## src/rtl/fifo_ctrl_if.sv

```systemverilog
// Handshake and status bundle between fifo_ctrl and its requester.
// The master modport belongs to the requester; the slave modport belongs to the controller.
interface fifo_ctrl_if #(
   parameter int unsigned PTR_SIZE = 3,
   parameter int unsigned CNT_SIZE = 4
) ();
   logic                push_req;
   logic                pop_req;
   logic                err_clr;
   logic                push_ack;
   logic                pop_ack;
   logic                mem_wenable;
   logic                mem_renable;
   logic [PTR_SIZE-1:0] write_ptr;
   logic [PTR_SIZE-1:0] read_ptr;
   logic [CNT_SIZE-1:0] fifo_count;
   logic                fifo_full;
   logic                fifo_empty;
   logic                below_threshold;
   logic                overflow_err;
   logic                underflow_err;

   modport master (
      output push_req, pop_req, err_clr,
      input  push_ack, pop_ack, mem_wenable, mem_renable, write_ptr, read_ptr,
      input  fifo_count, fifo_full, fifo_empty, below_threshold, overflow_err, underflow_err
   );

   modport slave (
      input  push_req, pop_req, err_clr,
      output push_ack, pop_ack, mem_wenable, mem_renable, write_ptr, read_ptr,
      output fifo_count, fifo_full, fifo_empty, below_threshold, overflow_err, underflow_err
   );
endinterface

```

## src/rtl/fifo_ctrl.sv

```systemverilog
// Pointer, occupancy and flag controller for a first-word-fall-through FIFO array.
// Define FIFO_CTRL_ERR_FLAG_EN to build the sticky overflow/underflow error flags.
module fifo_ctrl #(
   parameter int unsigned DATA_WIDTH      = 32,
   parameter int unsigned OSTD_NUM        = 8,
   parameter int unsigned THRESHOLD_VALUE = OSTD_NUM / 2,
   parameter int unsigned PTR_SIZE        = $clog2(OSTD_NUM),
   parameter int unsigned CNT_SIZE        = $clog2(OSTD_NUM + 1)
) (
   input  logic        clk_in,
   input  logic        areset_b,
   fifo_ctrl_if.slave  bus
);

   localparam logic [PTR_SIZE-1:0] PtrLast  = PTR_SIZE'(OSTD_NUM - 1);
   localparam logic [PTR_SIZE-1:0] PtrOne   = PTR_SIZE'(1);
   localparam logic [CNT_SIZE-1:0] CntFull  = CNT_SIZE'(OSTD_NUM);
   localparam logic [CNT_SIZE-1:0] CntOne   = CNT_SIZE'(1);
   localparam logic                BelowRst = (THRESHOLD_VALUE > 0);

   logic                push_ack, pop_ack;
   logic [PTR_SIZE-1:0] wptr_q, wptr_d, rptr_q, rptr_d;
   logic [CNT_SIZE-1:0] count_q, count_d;
   logic                full_q, full_d, empty_q, empty_d, below_q, below_d;

   // Width is carried only for consistency with the companion array.
   logic unused_data_width;
   assign unused_data_width = |DATA_WIDTH;

   always_comb begin
      // Gating with areset_b keeps acks and enables low throughout reset.
      push_ack = bus.push_req & ~full_q & areset_b;
      pop_ack  = bus.pop_req & ~empty_q & areset_b;

      wptr_d = wptr_q;
      if (push_ack) begin
         wptr_d = (wptr_q == PtrLast) ? '0 : wptr_q + PtrOne;
      end
      rptr_d = rptr_q;
      if (pop_ack) begin
         rptr_d = (rptr_q == PtrLast) ? '0 : rptr_q + PtrOne;
      end

      case ({push_ack, pop_ack})
         2'b10:   count_d = count_q + CntOne;
         2'b01:   count_d = count_q - CntOne;
         default: count_d = count_q;
      endcase

      // Flags come from the next count so they never lag the counter.
      full_d  = (count_d == CntFull);
      empty_d = (count_d == '0);
      below_d = (32'(count_d) < THRESHOLD_VALUE);
   end

   always_ff @(posedge clk_in or negedge areset_b) begin
      if (!areset_b) begin
         wptr_q  <= '0;
         rptr_q  <= '0;
         count_q <= '0;
         full_q  <= 1'b0;
         empty_q <= 1'b1;
         below_q <= BelowRst;
      end else begin
         wptr_q  <= wptr_d;
         rptr_q  <= rptr_d;
         count_q <= count_d;
         full_q  <= full_d;
         empty_q <= empty_d;
         below_q <= below_d;
      end
   end

`ifdef FIFO_CTRL_ERR_FLAG_EN
   logic ovf_q, ovf_d, unf_q, unf_d;

   // A new error event overrides a simultaneous clear.
   always_comb begin
      ovf_d = (bus.push_req & full_q) | (ovf_q & ~bus.err_clr);
      unf_d = (bus.pop_req & empty_q) | (unf_q & ~bus.err_clr);
   end

   always_ff @(posedge clk_in or negedge areset_b) begin
      if (!areset_b) begin
         ovf_q <= 1'b0;
         unf_q <= 1'b0;
      end else begin
         ovf_q <= ovf_d;
         unf_q <= unf_d;
      end
   end

   assign bus.overflow_err  = ovf_q;
   assign bus.underflow_err = unf_q;
`else
   logic unused_err_clr;
   assign unused_err_clr    = bus.err_clr;
   assign bus.overflow_err  = 1'b0;
   assign bus.underflow_err = 1'b0;
`endif

   assign bus.push_ack        = push_ack;
   assign bus.pop_ack         = pop_ack;
   assign bus.mem_wenable     = push_ack;
   assign bus.mem_renable     = pop_ack;
   assign bus.write_ptr       = wptr_q;
   assign bus.read_ptr        = rptr_q;
   assign bus.fifo_count      = count_q;
   assign bus.fifo_full       = full_q;
   assign bus.fifo_empty      = empty_q;
   assign bus.below_threshold = below_q;

endmodule

```

## src/flat_wrapper.sv

```systemverilog
// flat-port wrapper written by rule: the top's interface ports become plain ports
module fifo_ctrl_flat 
#(
   parameter int unsigned DATA_WIDTH      = 32,
   parameter int unsigned OSTD_NUM        = 8,
   parameter int unsigned THRESHOLD_VALUE = OSTD_NUM / 2,
   parameter int unsigned PTR_SIZE        = $clog2(OSTD_NUM),
   parameter int unsigned CNT_SIZE        = $clog2(OSTD_NUM + 1)
)
  (clk_in, areset_b, bus_push_req, bus_pop_req, bus_err_clr, bus_push_ack, bus_pop_ack, bus_mem_wenable, bus_mem_renable, bus_write_ptr, bus_read_ptr, bus_fifo_count, bus_fifo_full, bus_fifo_empty, bus_below_threshold, bus_overflow_err, bus_underflow_err);
  fifo_ctrl_if #(.PTR_SIZE(PTR_SIZE), .CNT_SIZE(CNT_SIZE)) bus_i ();
  input  logic clk_in;
  input  logic areset_b;
  input wire logic [$bits(bus_i.push_req)-1:0] bus_push_req;
  input wire logic [$bits(bus_i.pop_req)-1:0] bus_pop_req;
  input wire logic [$bits(bus_i.err_clr)-1:0] bus_err_clr;
  output wire logic [$bits(bus_i.push_ack)-1:0] bus_push_ack;
  output wire logic [$bits(bus_i.pop_ack)-1:0] bus_pop_ack;
  output wire logic [$bits(bus_i.mem_wenable)-1:0] bus_mem_wenable;
  output wire logic [$bits(bus_i.mem_renable)-1:0] bus_mem_renable;
  output wire logic [$bits(bus_i.write_ptr)-1:0] bus_write_ptr;
  output wire logic [$bits(bus_i.read_ptr)-1:0] bus_read_ptr;
  output wire logic [$bits(bus_i.fifo_count)-1:0] bus_fifo_count;
  output wire logic [$bits(bus_i.fifo_full)-1:0] bus_fifo_full;
  output wire logic [$bits(bus_i.fifo_empty)-1:0] bus_fifo_empty;
  output wire logic [$bits(bus_i.below_threshold)-1:0] bus_below_threshold;
  output wire logic [$bits(bus_i.overflow_err)-1:0] bus_overflow_err;
  output wire logic [$bits(bus_i.underflow_err)-1:0] bus_underflow_err;
  assign bus_i.push_req = bus_push_req;
  assign bus_i.pop_req = bus_pop_req;
  assign bus_i.err_clr = bus_err_clr;
  assign bus_push_ack = bus_i.push_ack;
  assign bus_pop_ack = bus_i.pop_ack;
  assign bus_mem_wenable = bus_i.mem_wenable;
  assign bus_mem_renable = bus_i.mem_renable;
  assign bus_write_ptr = bus_i.write_ptr;
  assign bus_read_ptr = bus_i.read_ptr;
  assign bus_fifo_count = bus_i.fifo_count;
  assign bus_fifo_full = bus_i.fifo_full;
  assign bus_fifo_empty = bus_i.fifo_empty;
  assign bus_below_threshold = bus_i.below_threshold;
  assign bus_overflow_err = bus_i.overflow_err;
  assign bus_underflow_err = bus_i.underflow_err;
  fifo_ctrl #(.DATA_WIDTH(DATA_WIDTH), .OSTD_NUM(OSTD_NUM), .THRESHOLD_VALUE(THRESHOLD_VALUE), .PTR_SIZE(PTR_SIZE), .CNT_SIZE(CNT_SIZE)) u_core (.clk_in(clk_in), .areset_b(areset_b), .bus(bus_i));
endmodule
```

## config.mk

```make
export PLATFORM = sky130hd
export DESIGN_NAME = fifo_ctrl_flat
export DESIGN_NICKNAME = d
export VERILOG_FILES = /design/src/rtl/fifo_ctrl_if.sv /design/src/rtl/fifo_ctrl.sv /design/src/flat_wrapper.sv
export SDC_FILE = /design/constraint.sdc
export NUM_CORES = 1
export LEC_CHECK = 0
export BUFFER_PORTS_ARGS = -buffer_cell sky130_fd_sc_hd__clkbuf_2
export CAP_MARGIN = 20
export CORE_AREA = 2 2 43 45
export DETAILED_ROUTE_END_ITERATION = 10
export DIE_AREA = 0 0 45 47
export HOLD_SLACK_MARGIN = 0.05
export PLACE_DENSITY = 0.82
export SYNTH_ARGS = -nofsm -noshare
export SYNTH_HDL_FRONTEND = slang
export SYNTH_SLANG_ARGS = --single-unit
```

## constraint.sdc

```tcl
create_clock -name clk_in -period 2.4 [get_ports clk_in]
set_clock_uncertainty 0.05 [all_clocks]
set_input_delay 0.48 -clock clk_in [delete_from_list [all_inputs] [get_ports clk_in]]
set_output_delay 0.48 -clock clk_in [all_outputs]
set_load 0.05 [all_outputs]
```

==> run_results.csv <==
group,metric,value,unit
clock_network,cts_buffers,3,
synth,synth_area_per_cell,11.1,µm²
detailed_routing,wl_met1,563,µm
worst_setup_path,critical_path.slowest_cell,"dfstp_2",
worst_setup_path,max_stage_delay,530,ps
worst_setup_path,critical_path_class,"reg2reg",
synth,syn_inst,67,
clock_network,tritoncts,"yes",
detailed_routing,drcViolationCount,0,
detailed_routing,first_pass_iters,4,
timing,setup_viol,0,
detailed_routing,drtAntennaViolNets,0,
worst_setup_path,cp_cell_sequence,"nand3b_4 -> clkinv_8 -> nand2_2 -> xnor2_1 -> ha_2 -> a21oi_2 -> nor3_1 -> or3b_4 -> xnor2_4 -> nor3_1",
grt,grt_pass1_wl,2.22,mm
finish,syn_to_final_growth,23.2,%
detailed_routing,via_count,566,
detailed_routing,avgViaCountPerCell,5.19,
finish,antenna_cells,0,
place,hpwl,1.08,mm
detailed_routing,routed.top_layer,"met4",
outcome,outcome,"finished, final reports clean",
floorplanning,std_cell_rows,15,
detailed_routing,wl_per_cell,12.7,µm
synth,ys_warn_count,0,
finish,ff_latch_area,328,µm²
floorplanning,die-width,45,µm
timing,whs,156,ps
timing,setup_slack,273,ps
synth,synth_xor_area_frac,0.0822,
timing,period_needed,2130,ps
timing,setup_tns,0,ps
synth,ys_seq_elements,13,
grt,grt_antenna_before_repair,0,
clock_network,path_clk_slew,80,ps
synth,synth_area_leader_cell,"dfrtp_1",
floorplanning,dieArea,2120,µm²
place,port_buffers,20,
grt,grt-ovfl-total,0,
detailed_routing,totalWireLength,1.38,mm
timing,fmax,0.470,GHz
synth,synth_fa_ha_area_frac,0.101,
synth,synthMuxAreaShare,0.0302,
timing,hold_viol_final,0,
clock_network,clock_path_buffers,2,
worst_setup_path,cp-start-kind,"register",
finish,fillers,172,
synth,yosysUniqueCellTypes,29,
worst_setup_path,cp_common_cell,"nor3_1",
timing,period_share,0.886,
grt,grt_max_degree,14,
clock_network,post_cts_resized,0,
clock_network,cts-hold-fix-buffers,0,
floorplanning,pin_count,24,
detailed_routing,wl_met3,61,µm
floorplanning,die_height,47,µm
floorplanning,core_area,1650,µm²
worst_setup_path,critPathCaptureType,"register",
place,gp_congestion,0.755,
place,dp_slack,116,ps
worst_setup_path,cp_max_fo,6,
synth,synth_top_area_share,0.369,
worst_setup_path,cp_data_arrival_time,2270,ps
synth,synth_area_leaders,"dfrtp_1 (37%), ha_1 (10%), dfstp_2 (7.0%)",
hold_path,hold_class,"in2async",
worst_setup_path,cp.required,2540,ps
synth,yosysSeqAreaShare,0.440,
floorplanning,start_util,0.452,
synth,netlist_area,746,µm²
timing,drv_slew,0,
synth,synth-simple-area-share,0.208,
flow_run,drv_cap,0,
timing,rsz0062_at_grt,"false",
finish,drive_gt1_frac,0.446,
detailed_routing,dr_wl_met2,745,µm
detailed_routing,drt_iter0_drc,3,
clock_network,cts_max_level,1,
synth,synth_top_family_by_area,"simple AND/OR/NAND/NOR gates",
finish,multi_input_area,389,µm²
finish,fin_util,0.556,
grt,grt_pass1_vias,501,
finish,nets,104,
clock_network,cts_setup_buffers,0,
clock_network,cts_root_buf,"clkbuf_4",
clock_network,clock_latency,270,ps
clock_network,cts_sinks,13,
grt,grt.total_usage,0.151,
synth,synth_compound_area_frac,0.0789,
cell type report:
type                       count  area share
clock buffer                   4      0.0286
tap                           17      0.0232
inverter                       3      0.0259
timing repair buffer          24       0.142
sequential                    13       0.357
multi-input combinational     48       0.424
per-stage QoR:
| stage | instances | instance area [µm²] |
|---|---|---|
| 2_1_floorplan | 68 | 771 |
| 5_1_grt | 109 | 918 |
| 6_report | 109 | 918 |
| 3_5_place_dp | 105 | 892 |
| 3_3_place_gp | 105 | 892 |
| 4_1_cts | 109 | 918 |
cell families (layout without fill, tap and decap cells):
logic type	count (synthesis)	count (layout)
simple gates	25	25
flops	13	13
compound gates	9	9
buf+inv	7	31
fa+ha+maj	6	6
xor+xnor	4	4
mux	2	2
other cells	1	2
per-layer routing:
metal | global-route usage | vias to the layer above
met1 | 0.175 | 275
met3 | 0.0231 | 2
met2 | 0.263 | 14
met4 | 0.0882 | 0
li1 | - | 275
met5 | 0 | -
flip-flops by register name, indices dropped and copies added (netlist names):
register	flops
u_core.bus.write_ptr	3
u_core.bus.fifo_count	4
u_core.bus.fifo_empty	1
u_core.bus.fifo_full	1
u_core.bus.below_threshold	1
u_core.bus.read_ptr	3
synthesized netlist by cell type:
cell type and instances:
dfrtp_1 11, nand2_1 9, ha_1 6, buf_4 4, nor3_1 4, a21o_1 3, dfstp_2 2, inv_1 2
mux2_2 2, nor2_1 2, nor3b_1 2, o21ai_0 2, xnor2_1 2, a21oi_1 1, a21oi_2 1, clkinv_1 1
conb_1 1, nand2b_1 1, nand3b_4 1, nand4_1 1, nor2b_1 1, nor3b_2 1, o211ai_1 1, o21ai_1 1
or2b_1 1, or3b_1 1, or3b_4 1, xnor2_4 1, xor2_2 1
placed cells by master, fill, tap and decap left out:
master    count
a21o_1        3
a21oi_2       2
buf_4         4
clkbuf_1      1
clkbuf_2     20
clkbuf_4      3
clkinv_8      1
conb_1        2
dfrtp_1      11
dfstp_2       2
ha_1          5
ha_2          1
inv_1         2
mux2_2        2
nand2_1       8
nand2_2       1
nand2b_1      1
nand3b_4      1
nand4_1       1
nor2_1        2
nor2b_1       1
nor3_1        4
nor3b_1       2
nor3b_2       1
o211ai_1      1
o21ai_0       2
o21ai_1       1
or2b_1        1
or3b_1        1
or3b_4        1
xnor2_1       2
xnor2_4       1
xor2_2        1
path summary, 6_finish.rpt:
path,from,cells past startpoint,endpoint,slack [ps]
worst max-delay path,u_core.bus.fifo_empty,10,u_core.bus.fifo_empty,270
min in group clk_in,u_core.bus.read_ptr[1],2,u_core.bus.read_ptr[1],460
worst min register to register,u_core.bus.read_ptr[1],2,u_core.bus.read_ptr[1],460
worst min-delay path,areset_b,2,u_core.bus.fifo_full,160
max in group asynchronous,areset_b,2,u_core.bus.below_threshold,1910
worst max register to register,u_core.bus.fifo_empty,10,u_core.bus.fifo_empty,270
critical path: cells and delay by family (launching register included):
kind                     cells  cell delay, ps
AO/OA/AOI/OAI                1             120
XOR/XNOR                     2             210
adder cells (fa/ha/maj)      1             180
buffers and inverters        1              70
flip-flops                   1             530
AND/OR/NAND/NOR              5             890
Power is left out: the tool's default activity adds up to more than one toggle a clock period on the data nets, which glitch-free logic cannot reach.
